`config.mk`:
```
export PLATFORM = sky130hd
export DESIGN_NAME = spsram_arb2
export DESIGN_NICKNAME = d
export VERILOG_FILES = /design/src/rtl/spsram_arb2.sv
export SDC_FILE = /design/constraint.sdc
export NUM_CORES = 1
export LEC_CHECK = 0
export CELL_PAD_IN_SITES_DETAIL_PLACEMENT = 2
export CELL_PAD_IN_SITES_GLOBAL_PLACEMENT = 2
export CORE_UTILIZATION = 12
export DETAILED_ROUTE_END_ITERATION = 10
export GPL_TIMING_DRIVEN = 0
export PLACE_DENSITY_LB_ADDON = 0.3
export SLEW_MARGIN = 5
export SYNTH_ARGS = -nofsm -noshare
export SYNTH_HDL_FRONTEND = slang
export SYNTH_SLANG_ARGS = --single-unit
```
`constraint.sdc`:
```
create_clock -name clk -period 1.9 [get_ports clk]
set_input_delay 0.38 -clock clk [delete_from_list [all_inputs] [get_ports clk]]
set_output_delay 0.38 -clock clk [all_outputs]
set_load 0.1 [all_outputs]
```
`src/rtl/spsram_arb2.sv`:
```
// spsram_arb2 -- two-requester, zero-wait, round-robin arbiter in front of a
// single-port synchronous SRAM (spsram512x32) with a read latency of RD_LAT.
//
// Handshake: a requester holds mN_req with its we/addr/wdata. The access is
// accepted in any cycle where mN_req && mN_gnt. mN_gnt is combinational from
// the current requests, so an uncontended request is accepted in the cycle
// it appears. Dropping req before it is granted is harmless: nothing is
// queued here. A read returns as a single-cycle mN_rvalid exactly RD_LAT
// cycles after acceptance. mN_rdata is only meaningful while mN_rvalid is
// high.
//
// Parameters:
//   RD_LAT  SRAM read latency in clk cycles (1 or 2)
//   ADDR_W  word address width
//   DATA_W  data width
// Ports:
//   clk, rst                  clock, async active-low reset (0 = reset)
//   mN_req/we/addr/wdata      requester N access request (N = 0, 1)
//   mN_gnt                    requester N access accepted this cycle
//   mN_rvalid/rdata           requester N read return
//   mem_en/we/addr/din/dout   connection to the SRAM
//   busy                      at least one read is in flight
module spsram_arb2 #(
  parameter int RD_LAT = 2,
  parameter int ADDR_W = 9,
  parameter int DATA_W = 32
) (
  input  logic              clk,
  input  logic              rst,
  input  logic              m0_req,
  input  logic              m0_we,
  input  logic [ADDR_W-1:0] m0_addr,
  input  logic [DATA_W-1:0] m0_wdata,
  output logic              m0_gnt,
  output logic              m0_rvalid,
  output logic [DATA_W-1:0] m0_rdata,
  input  logic              m1_req,
  input  logic              m1_we,
  input  logic [ADDR_W-1:0] m1_addr,
  input  logic [DATA_W-1:0] m1_wdata,
  output logic              m1_gnt,
  output logic              m1_rvalid,
  output logic [DATA_W-1:0] m1_rdata,
  output logic              mem_en,
  output logic              mem_we,
  output logic [ADDR_W-1:0] mem_addr,
  output logic [DATA_W-1:0] mem_din,
  input  logic [DATA_W-1:0] mem_dout,
  output logic              busy
);

  // Most recently granted requester; 1 after reset so m0 wins the first tie.
  logic              last_id;
  // Read-return pipeline: stage i holds a read accepted i+1 cycles ago.
  logic [RD_LAT-1:0] pipe_v;
  logic [RD_LAT-1:0] pipe_id;

  logic              acc;
  logic              acc_id;
  logic              acc_rd;

  // Arbitration. Under contention the requester that did not win last time
  // wins now. All grants are forced low while in reset.
  always_comb begin
    m0_gnt = 1'b0;
    m1_gnt = 1'b0;
    if (rst) begin
      if (m0_req && m1_req) begin
        m0_gnt = last_id;
        m1_gnt = ~last_id;
      end else begin
        m0_gnt = m0_req;
        m1_gnt = m1_req;
      end
    end
  end

  assign acc    = m0_gnt | m1_gnt;
  assign acc_id = m1_gnt;

  // SRAM command mux; all-zero when idle.
  always_comb begin
    mem_en   = 1'b0;
    mem_we   = 1'b0;
    mem_addr = '0;
    mem_din  = '0;
    if (m0_gnt) begin
      mem_en   = 1'b1;
      mem_we   = m0_we;
      mem_addr = m0_addr;
      mem_din  = m0_wdata;
    end else if (m1_gnt) begin
      mem_en   = 1'b1;
      mem_we   = m1_we;
      mem_addr = m1_addr;
      mem_din  = m1_wdata;
    end
  end

  assign acc_rd = acc & ~mem_we;

  // Reset discards any reads in flight, so no stale rvalid can follow it.
  always_ff @(posedge clk or negedge rst) begin
    if (!rst) begin
      last_id <= 1'b1;
      pipe_v  <= '0;
      pipe_id <= '0;
    end else begin
      if (acc) last_id <= acc_id;
      pipe_v[0]  <= acc_rd;
      pipe_id[0] <= acc_id;
      for (int i = 1; i < RD_LAT; i++) begin
        pipe_v[i]  <= pipe_v[i-1];
        pipe_id[i] <= pipe_id[i-1];
      end
    end
  end

  // The last stage lines up with the SRAM output; only one read per cycle can
  // sit there, so the two rvalids are mutually exclusive by construction.
  assign m0_rvalid = rst & pipe_v[RD_LAT-1] & ~pipe_id[RD_LAT-1];
  assign m1_rvalid = rst & pipe_v[RD_LAT-1] &  pipe_id[RD_LAT-1];
  assign m0_rdata  = rst ? mem_dout : '0;
  assign m1_rdata  = rst ? mem_dout : '0;
  assign busy      = rst & (|pipe_v);

endmodule

```
-- After elaboration in Yosys (flattened, before gate mapping)
Cells that the tools add are included.
- word-level logic and storage cells: 27
- flip-flop bits (word level): 5
- muxes and demuxes: 13
- bitwise gates (word level): 9
- reduce and logical (&&, ||, !) cells: 2
- operators by type and width (cell ; count):
    2-to-1 mux 32 bit ; 3
    2-to-1 mux 9 bit ; 2
    2-to-1 mux 1 bit ; 8
    AND 1 bit ; 5
    NOT 1 bit ; 3
    OR reduction 2 bit ; 1
    logical AND 1 bit ; 1
    OR 1 bit ; 1

-- Longest topological paths before layout
Gate-level depths: netlist of run 1.
- depth after elaboration: 7
- depth in mapped cells: 5
- mapped depth without buffers: 2

-- Worst setup path after synthesis of run 1
No wires, ideal clock.
- kind: input to output
- start point: input port rst
- end point: output port mem_addr[8]
- setup slack: -1513 ps
- stages: 4
- arrival: 3033 ps
- buffers on the path: 2
- path through: buf_2 buf_2 nand2_1 o32ai_1
- cells in the longest elaborated chain, start to end: 3
- elaborated cells on any way between the ends: 4
- RTL lines (item ; line ; RTL):
    from (decl) ; 29 ; input logic rst,
    2-to-1 mux 1 bit ; 67 ; if (rst) begin
    2-to-1 mux 9 bit ; 92 ; end else if (m1_gnt) begin
    2-to-1 mux 9 bit (*) ; 87 ; if (m0_gnt) begin
    to (decl) ; 46 ; output logic [ADDR_W-1:0] mem_addr,
Every way passes the cells marked *; elsewhere a longest branch is shown, timed or not.

-- Worst setup path after layout of run 1
- start point: register last_id
- end point: output port mem_din[14]
- cells in the longest elaborated chain, start to end: 5
- elaborated cells on any way between the ends: 7
- RTL lines (item ; line ; RTL):
    from (decl) ; 53 ; logic last_id;
    from (signal assigned) ; 109 ; if (acc) last_id <= acc_id;
    NOT 1 bit ; 70 ; m1_gnt = ~last_id;
    2-to-1 mux 1 bit ; 68 ; if (m0_req && m1_req) begin
    2-to-1 mux 1 bit ; 67 ;
    2-to-1 mux 32 bit ; 92 ;
    2-to-1 mux 32 bit (*) ; 87 ;
    to (decl) ; 47 ; output logic [DATA_W-1:0] mem_din,
Marks and branches as above.

==> flow_summary_export.csv, run 1 <==
group,metric,value,unit
grt,grt_pass1_vias,3121,
power,p_per_area,558,mW/mm^2
hold_path,hold_path_class,"in2async",
synthesis,synth-adder-area-share,0,%
floorplan,num_rows,44,
routing,drt_wl_total,12100,um
place,port_buffers,231,
critical_path,cp.required,1.52,ns
power,p_clk_share,10.4,%
timing,finalSetupViolCount,43,
flow_run,cap_viol_max_count,0,
timing,fin_ws,-0.149,ns
critical_path,cp_max_fo,7,
routing,ant_nets,0,
layout,drive_above_1_share,56.3,%
place,place_ws,-1.79,ns
synthesis,ys_async_sr_fraction,100,%
grt,grt_max_degree,11,
timing,layout_min_cycle_time,2.05,ns
layout,areaGrowthSynthToFinish,229,%
grt,grt_usage,14.9,%
routing,dr_total_vias,2780,
power,leakage,0.00240,uW
critical_path,critPathArrivalTime,1.67,ns
clock_network,cts_tree,"built",
synthesis,synth_top_family_by_area,"compound AO/OA/AOI/OAI gates",
clock_network,clk_latency,0.23,ns
layout,num-nets-final,618,
synthesis,syn_area_per_cell,7.64,um^2
synthesis,synth-simple-area-share,31.2,%
synthesis,synth_compound_area_share,37.4,%
synthesis,syn-cell-area,0.00184,mm^2
synthesis,synthXorXnorAreaFrac,0,%
power,p_sw_share,53.8,%
run_status,violations,"setup timing",
power,p_int,1560,uW
run_status,status,"finished with violations",
floorplan,start_util,12.5,%
layout,final_core_util,41.1,%
power,ir_worst_vdd,0.000206,V
synthesis,yosys-mux-area-fraction,0,%
timing,slew-limit-headroom,79.7,%
synthesis,synth_edf_count,0,
critical_path,end_kind,"output port",
clock_network,clockBufferDepth,2,
grt,grt-ovfl-total,0,
critical_path,crit_type,"reg2out",
synthesis,yosysWarnings,0,
critical_path,rrSetupSlack,0.39,ns
routing,drc,0,
timing,worst_pin_slew,0.303,ns
clock_network,path_clk_slew,0.03,ns
critical_path,reg2reg_from,"last_id",
timing,rsz0062_at_grt,"yes",
grt,grt_first_pass_wirelength,18300,um
routing,wl_per_cell,17.8,um
routing,drtIter0Drc,23,
clock_network,htreeDepth,1,
synthesis,seq_area_frac_synth,6.87,%
clock_network,numCtsBuffers,3,
floorplan,die_w,126,um
critical_path,r2r_cells,7,
routing,via_per_inst,4.08,
floorplan,ioPinCount,232,
timing,finClkSkew,0.00250,ns
critical_path,critPathLaunchType,"register",
synthesis,yosysUniqueCellTypes,18,
timing,fin_crit_sh,108,%
place,dpl.hpwl,9600,um
critical_path,r2r-end,"pipe_id[0]",
timing,hold_viol,0,
timing,max_clock_freq,488,MHz
synthesis,ys_ff_latch,5,
synthesis,syn-num-nets,361,
floorplan,die-area,0.0158,mm^2
timing,slew_violations,0,
power,seq_power_share,3.9,%
place,globalplace.congestion,0.745,
power,p_switching,1820,uW
floorplan,fp.coreArea,0.0148,mm^2
synthesis,syn_inst,241,
routing,drt_pass1_iterations,4,
floorplan,die-height,126,um
power,p_comb_share,85.8,%
clock_network,cts.sinks,5,
grt,antenna_found_initial,1,
clock_network,root_buffer,"clkbuf_16",
synthesis,synth_top_flop_cell,"dfrtp_1",
-- worst max path at each step --
stage / cells after the start / from / to / slack [ns]
detailed placement: 7 / rst / m1_rdata[21] / -1.79
floorplan: 4 / last_id / mem_din[0] / -0.22
finish: 6 / last_id / mem_din[14] / -0.15
global route: 5 / last_id / mem_din[1] / -0.21
CTS: 6 / last_id / mem_addr[3] / -0.20
global placement: 7 / rst / m1_rdata[15] / -1.74
-- per-stage QoR --
step	setup TNS [ns]	instance area (um^2)	hold WS, ns	total power (uW)	cells
floorplan	-13.38	2450	0.0844	1910	241
global placement	-184.49	4990	0.334	2520	656
detailed placement	-186.34	4990	0.354	2550	656
CTS	-7.14	5890	0.101	3330	674
global route	-7.43	6060	0.102	3500	681
finish	-5.00	6060	0.106	3380	682
-- registers in the layout (all words and copies together), names as in the netlist --
name and flops:
pipe_v 2, pipe_id 2, last_id 1
-- worst max-delay path, stage by stage, from the launching register on --
cell       delay, ns
dfstp_2         0.55
buf_4           0.12
a21bo_4         0.14
buf_12          0.17
clkbuf_16       0.18
o32ai_4         0.09
buf_12          0.18
-- layout make-up --
class / instances / area (um^2)
Fill cell: 1568 / 8700
Timing Repair Buffer: 253 / 3100
Multi-Input combinational cell: 174 / 1860
Buffer: 59 / 647
Tap cell: 184 / 230
Sequential cell: 5 / 126
Clock buffer: 4 / 78.8
Inverter: 2 / 10.0
Antenna cell: 1 / 2.50
-- power by group through the flow --
stage | combinational, uW | sequential, uW | clock (uW)
3_3_place_gp | 2390 | 129 | 0
5_1_grt | 3000 | 132 | 370
6_report | 2900 | 130 | 351
3_5_place_dp | 2420 | 130 | 0
2_1_floorplan | 1790 | 127 | 0
4_1_cts | 2850 | 129 | 355
-- placed cells by master (no fill, tap or decap), drive strengths merged --
cell	count
buf	187
and3	1
nor2b	1
nand2	86
a21bo	1
dfrtp	4
nor2	7
clkbuf	10
inv	2
dfstp	1
diode	1
a22o	1
clkdlybuf4s50	116
and2	32
o32ai	43
clkdlybuf4s15	1
dlygate4sd2	1
dlygate4sd3	1
nand2b	2
-- cell usage after synthesis (2+ instances only) --
cell | count | area [um^2]
o32ai_1 | 4 | 35.0
nand2b_1 | 2 | 12.5
clkbuf_1 | 3 | 11.3
nand2_1 | 86 | 323
buf_2 | 13 | 65.1
and2_1 | 32 | 200
nor2_1 | 7 | 26.3
dfrtp_1 | 4 | 100
buf_6 | 10 | 113
buf_4 | 34 | 255
o32ai_2 | 39 | 634
-- repair_timing --
item | 4_1_cts | 5_1_grt
pin swaps | 39 | 3
resized for setup | 912 | 11
hold endpoints to repair | 4 | 0
setup buffers | 9 | 4
hold buffers | 1 | 0
setup endpoints to repair | 112 | 49
gates cloned | 4 | 4
-- cell families (layout without fill, tap and decap cells) --
logic type | count (synthesis) | after routing
buf+inv | 62 | 318
compound gates | 45 | 45
other cells | 0 | 1
flops | 5 | 5
simple gates | 129 | 129
-- routing by layer --
metal	vias to the layer above	wire (um)	part of all wire, %	track usage [%]
met1	1356	4370	36	15.5
li1	1329	-	-	-
met3	2	615	5.1	2.55
met2	93	7100	59	31.0
met4	0	54	0.44	2.13
met5	-	0	0	0
Note: power is estimated with default switching activity, not from simulation.
==> run 2: changes to the inputs <==
--- a/config.mk
+++ b/config.mk
@@ -7,6 +7,7 @@
 export LEC_CHECK = 0
 export CELL_PAD_IN_SITES_DETAIL_PLACEMENT = 2
 export CELL_PAD_IN_SITES_GLOBAL_PLACEMENT = 2
+export CORE_MARGIN = 2
 export CORE_UTILIZATION = 12
 export DETAILED_ROUTE_END_ITERATION = 10
 export GPL_TIMING_DRIVEN = 0
==> run 2 against run 1 <==
Compared with the run above:
- the flow still finishes with violations (setup timing)
- flip-flop and latch count did not move
- worst setup slack improved by 0.013 ns
- count of clock-buffer cells in the layout did not move
- critical endpoint is now mem_din[11]
- first-iteration DRC count rose by 140%
- die area rose by 3.2%
- highest routed layer unchanged
- worst hold slack improved by 0.0032 ns
- sequential share of layout area barely moved
- cell count fell by 0.59%
- sequential power barely moved
- non-clock buffer count fell by 7
==> flow_summary_export.csv, run 2 (synthesized netlist as in run 1, its figures left out) <==
group,metric,value,unit
routing,wl_per_cell,17.6,um
floorplan,fp.coreArea,0.0151,mm^2
run_status,violations,"setup timing",
critical_path,crit_end,"mem_din[11]",
routing,drt_pass1_iterations,4,
place,port_buffers,231,
timing,rsz0062_at_grt,"yes",
grt,grt_util_met2,27.3,%
hold_path,hold_path_class,"in2async",
floorplan,die-height,128,um
place,dpl.hpwl,9270,um
run_status,status,"finished with violations",
routing,drt_wl_total,11900,um
floorplan,num_rows,45,
place,place_ws,-1.79,ns
power,p_switching,1800,uW
layout,areaGrowthSynthToFinish,230,%
routing,ant_nets,0,
timing,fin_crit_sh,107,%
layout,final_cell_area,0.00607,mm^2
layout,seq_area,126,um^2
critical_path,r2r_cells,7,
routing,via_per_inst,4.09,
power,seq_power_share,3.9,%
critical_path,critPathArrivalTime,1.66,ns
layout,antenna_cells,0,
grt,grt_first_pass_wirelength,18100,um
floorplan,start_util,12.2,%
grt,grt_util_met3,2.21,%
clock_network,path_clk_slew,0.03,ns
timing,fin_ws,-0.136,ns
clock_network,clockBufferDepth,2,
floorplan,die_w,128,um
critical_path,cp-startpoint,"last_id",
critical_path,rrSetupSlack,0.42,ns
timing,slew-limit-headroom,80.9,%
critical_path,r2r-end,"pipe_id[0]",
timing,max_clock_freq,491,MHz
clock_network,numCtsBuffers,3,
timing,final.setup.tns,-4.60,ns
clock_network,htreeDepth,1,
critical_path,end_kind,"output port",
timing,hold_viol,0,
critical_path,critPathLaunchType,"register",
grt,antenna_found_initial,1,
layout,multi_input_area,0.00186,mm^2
clock_network,cts_tree,"built",
clock_network,clk_latency,0.23,ns
routing,dr_total_vias,2772,
timing,finalSetupViolCount,43,
place,post_dp_cell_area,0.00499,mm^2
critical_path,cp.required,1.52,ns
timing,finClkSkew,0.00147,ns
power,p_comb_share,85.7,%
layout,drive_above_1_share,56.1,%
clock_network,cts.sinks,5,
clock_network,root_buffer,"clkbuf_16",
floorplan,die-area,0.0163,mm^2
layout,final_core_util,40.2,%
layout,num-fill-cells,1580,
grt,grt-ovfl-total,0,
critical_path,reg2reg_from,"last_id",
power,p_clk_share,10.5,%
place,globalplace.congestion,0.728,
power,ir_worst_vdd,0.000229,V
floorplan,ioPinCount,232,
grt,grtUsageMet1,16.0,%
grt,grt_max_degree,11,
power,p_per_area,549,mW/mm^2
layout,layout_common_cells,"clkdlybuf4s50_1, nand2_1, buf_4, buf_12, o32ai_4",
routing,drtIter0Drc,55,
grt,grt_usage,13.9,%
power,p_sw_share,54.2,%
routing,drc,0,
layout,largestRegisters,"pipe_id (2), pipe_v (2), last_id (1)",
grt,grt_pass1_vias,3188,
critical_path,crit_type,"reg2out",
critical_path,cp_max_fo,7,
layout,num-nets-final,611,
layout,layout_commonest_cell,"clkdlybuf4s50_1",
timing,slew_violations,0,
power,leakage,0.00237,uW
flow_run,cap_viol_max_count,0,
timing,layout_min_cycle_time,2.04,ns
grt,grt-busiest-layer,"met2",
timing,worst_pin_slew,0.289,ns
power,p_int,1530,uW
-- run 2: cell count changes in the layout (fill, tap and decap cells not counted) --
cell	previous run	this run
nor2b_4	1	0
buf_2	2	7
buf_4	80	70
buf_16	9	5
dlygate4sd2_1	1	0
clkbuf_4	1	0
clkinvlp_4	0	1
buf_6	31	19
clkbuf_8	1	3
inv_1	1	0
nor2b_2	0	1
buf_8	14	11
diode_2	1	0
buf_12	51	68
-- run 2: power by group through the flow --
| stage | registers, uW | logic, uW | clock network, uW |
|---|---|---|---|
| after floorplan | 127 | 1790 | 0 |
| after CTS | 128 | 2800 | 358 |
| after detailed placement | 129 | 2410 | 0 |
| after global routing | 130 | 2950 | 364 |
| after global placement | 129 | 2390 | 0 |
| final | 129 | 2850 | 348 |
-- run 2: per-stage QoR --
| step | cells | hold WS [ns] | power (uW) |
|---|---|---|---|
| detailed placement | 660 | 0.345 | 2540 |
| finish | 678 | 0.109 | 3330 |
| floorplan | 241 | 0.0844 | 1910 |
| global placement | 660 | 0.334 | 2520 |
| CTS | 671 | 0.101 | 3290 |
| global route | 678 | 0.107 | 3450 |
-- run 2: timing repair --
action / 4_1_cts / 5_1_grt
pin swaps: 33 / 2
hold endpoints to repair: 4 / 0
endpoints found under the setup margin: 112 / 46
setup buffers: 3 / 3
resized for setup: 939 / 10
hold buffers: 1 / 0
cloned: 3 / 4
-- run 2: final cells by class --
class	instances	area share (%)
plain buffers	60	10.7
clock buffers	4	1.30
inverters	2	0.227
multi-input cells	174	30.6
flip-flops and latches	5	2.08
well taps	188	3.87
repair buffers	245	51.2
-- run 2: layer usage --
layer  share of wire, %  up-vias
met3                5.7        6
met5                  0        -
li1                   -     1313
met1                 38     1342
met4               0.58        0
met2                 56      111
-- run 2: how the worst min path moves through the flow --
stage                      end  slack [ns]        from  cells after the start
floorplan           pipe_id[0]        0.08         rst                      0
global placement    pipe_id[1]        0.33  pipe_id[0]                      0
detailed placement  pipe_id[1]        0.35  pipe_id[0]                      0
CTS                    last_id        0.10         rst                      1
global route           last_id        0.11         rst                      1
finish                 last_id        0.11         rst                      1
-- run 2: worst max-delay path, stage by stage, from the launching register on --
cell	delay, ns
dfstp_2	0.54
buf_4	0.11
a21bo_4	0.14
buf_12	0.17
clkbuf_16	0.18
o32ai_4	0.09
buf_12	0.18
==> run 3: changes to the inputs <==
--- a/config.mk
+++ b/config.mk
@@ -5,13 +5,14 @@
 export SDC_FILE = /design/constraint.sdc
 export NUM_CORES = 1
 export LEC_CHECK = 0
+export CAP_MARGIN = 20
 export CELL_PAD_IN_SITES_DETAIL_PLACEMENT = 2
 export CELL_PAD_IN_SITES_GLOBAL_PLACEMENT = 2
 export CORE_MARGIN = 2
 export CORE_UTILIZATION = 12
 export DETAILED_ROUTE_END_ITERATION = 10
 export GPL_TIMING_DRIVEN = 0
-export PLACE_DENSITY_LB_ADDON = 0.3
+export PLACE_DENSITY_LB_ADDON = 0.1
 export SLEW_MARGIN = 5
 export SYNTH_ARGS = -nofsm -noshare
 export SYNTH_HDL_FRONTEND = slang
==> run 3 against run 2 <==
Compared with the run above:
- the run still ends with setup timing left
- core utilization shrank 1.5 points
- count of clock-buffer cells in the layout did not move
- worst hold slack worse by 0.0077 ns
- register-to-register slack better by 0.08 ns
- sequential power is essentially flat
- cell count decreased by 0.59%
- wire length shrank 4.9%
- sequential share of layout area increased by 0.079 points
- largest cell class unchanged
==> flow_summary_export.csv, run 3 (synthesized netlist as in run 1, its figures left out) <==
group,metric,value,unit
power,p_comb_share,85.3,%
critical_path,crit_type,"reg2out",
clock_network,clockBufferDepth,2,
routing,via_per_inst,4.03,
grt,grt_pass1_vias,3056,
routing,wl_per_cell,16.8,um
run_status,violations,"setup timing",
critical_path,end_kind,"output port",
timing,holdWs,0.101,ns
critical_path,r2r_cells,5,
layout,drive_above_1_share,55.6,%
routing,drt_pass1_iterations,3,
routing,drtIter0Drc,26,
clock_network,cts_tree,"built",
clock_network,path_clk_slew,0.03,ns
layout,fin_cells,674,
grt,antenna_found_initial,0,
floorplan,start_util,12.2,%
clock_network,numCtsBuffers,3,
routing,ant_nets,0,
power,p_per_area,556,mW/mm^2
floorplan,die-height,128,um
power,power,3250,uW
clock_network,htreeDepth,1,
place,place_inst,660,
layout,layout_common_cells,"clkdlybuf4s50_1, nand2_1, buf_4, buf_12, o32ai_4",
timing,final.setup.tns,-3.82,ns
clock_network,cts.sinks,5,
timing,finalSetupViolCount,40,
timing,fin_ws,-0.127,ns
grt,grt-ovfl-total,0,
place,dpl.hpwl,9100,um
floorplan,num_rows,45,
critical_path,cp_max_fo,6,
timing,layout_min_cycle_time,2.03,ns
layout,num-nets-final,607,
power,ir_worst_vdd,0.000217,V
timing,hold_viol,0,
place,globalplace.congestion,0.721,
timing,rsz0062_at_grt,"yes",
power,p_sw_share,54.8,%
layout,antenna_cells,0,
place,port_buffers,231,
power,leakage,0.00228,uW
clock_network,clk_latency,0.23,ns
layout,layout_commonest_cell,"clkdlybuf4s50_1",
critical_path,cp.required,1.52,ns
timing,max_clock_freq,493,MHz
hold_path,hold_path_class,"in2async",
power,p_switching,1780,uW
timing,finClkSkew,0.00151,ns
critical_path,critPathLaunchType,"register",
critical_path,critPathArrivalTime,1.65,ns
grt,grt_usage,13.6,%
routing,drt_wl_total,11300,um
grt,grt_first_pass_wirelength,17600,um
power,seq_power_share,4.0,%
power,p_int,1470,uW
timing,fin_crit_sh,107,%
layout,largestRegisters,"pipe_id (2), pipe_v (2), last_id (1)",
flow_run,cap_viol_max_count,0,
clock_network,root_buffer,"clkbuf_16",
timing,slew-limit-headroom,80.5,%
layout,areaGrowthSynthToFinish,218,%
floorplan,fp.coreArea,0.0151,mm^2
run_status,status,"finished with violations",
floorplan,die-area,0.0163,mm^2
grt,grt_max_degree,11,
timing,worst_pin_slew,0.295,ns
routing,dr_total_vias,2716,
timing,slew_violations,0,
routing,drc,0,
power,p_clk_share,10.7,%
floorplan,die_w,128,um
floorplan,ioPinCount,232,
==> run 3: changes by cell type in the layout (fill, tap and decap cells not counted), sizes merged <==
cell	previous run	this run
buf	180	179
clkbuf	11	7
clkdlybuf4s15	1	2
==> run 3: final timing paths <==
| kind | startpoint | to | slack (ns) |
|---|---|---|---|
| max | last_id | mem_din[3] | -0.13 |
| min | rst | last_id | 0.10 |
| max reg2reg | last_id | pipe_v[0] | 0.50 |
| min reg2reg | pipe_id[0] | pipe_id[1] | 0.37 |
| max in group asynchronous | rst | pipe_v[1] | 1.16 |
| min in group clk | pipe_id[0] | pipe_id[1] | 0.37 |
==> run 3: critical path, stage by stage, from the launching register on <==
cell	delay, ns
dfstp_2	0.56
nor2b_4	0.06
buf_12	0.15
buf_12	0.15
o32ai_4	0.28
buf_12	0.21
==> run 3: cell type report <==
cell class	count	area, um^2
timing repair buffer	241	2910
tap	188	235
clock buffer	4	78.8
sequential	5	126
fill	1603	9240
multi-input combinational	174	1850
buffer	60	626
inverter	2	13.8
==> run 3: power by group through the flow <==
stage / sequential (uW) / combinational, uW / clock, uW
after CTS: 131 / 2780 / 358
after floorplan: 127 / 1790 / 0
after global routing: 133 / 2880 / 362
final: 131 / 2770 / 348
after detailed placement: 129 / 2410 / 0
after global placement: 129 / 2390 / 0
==> run 3: per-stage QoR <==
| stage | utilization (%) | instance area (um^2) | worst slack, ns |
|---|---|---|---|
| finish | 38.8 | 5850 | -0.127 |
| global route | 38.8 | 5850 | -0.169 |
| CTS | 38.3 | 5780 | -0.126 |
| detailed placement | 33.1 | 4990 | -1.79 |
| global placement | 33.1 | 4990 | -1.76 |
| floorplan | - | 2450 | -0.219 |
==> run 3: routing by layer <==
| metal | GRT usage (%) | vias to the layer above | part of all wire, % |
|---|---|---|---|
| met3 | 2.50 | 4 | 6.4 |
| met1 | 16.3 | 1302 | 38 |
| met2 | 25.3 | 111 | 54 |
| met5 | 0 | - | 0 |
| met4 | 2.65 | 0 | 0.79 |
| li1 | - | 1299 | - |
==> run 3: repair_timing <==
item                                    in CTS  in global routing
hold buffers                                 1                  0
pin swaps                                   33                  4
endpoints found under the setup margin     112                 44
endpoints found under the hold margin        4                  0
buffers inserted                             5                  0
gates cloned                                 3                  1
resized for setup                          908                 12
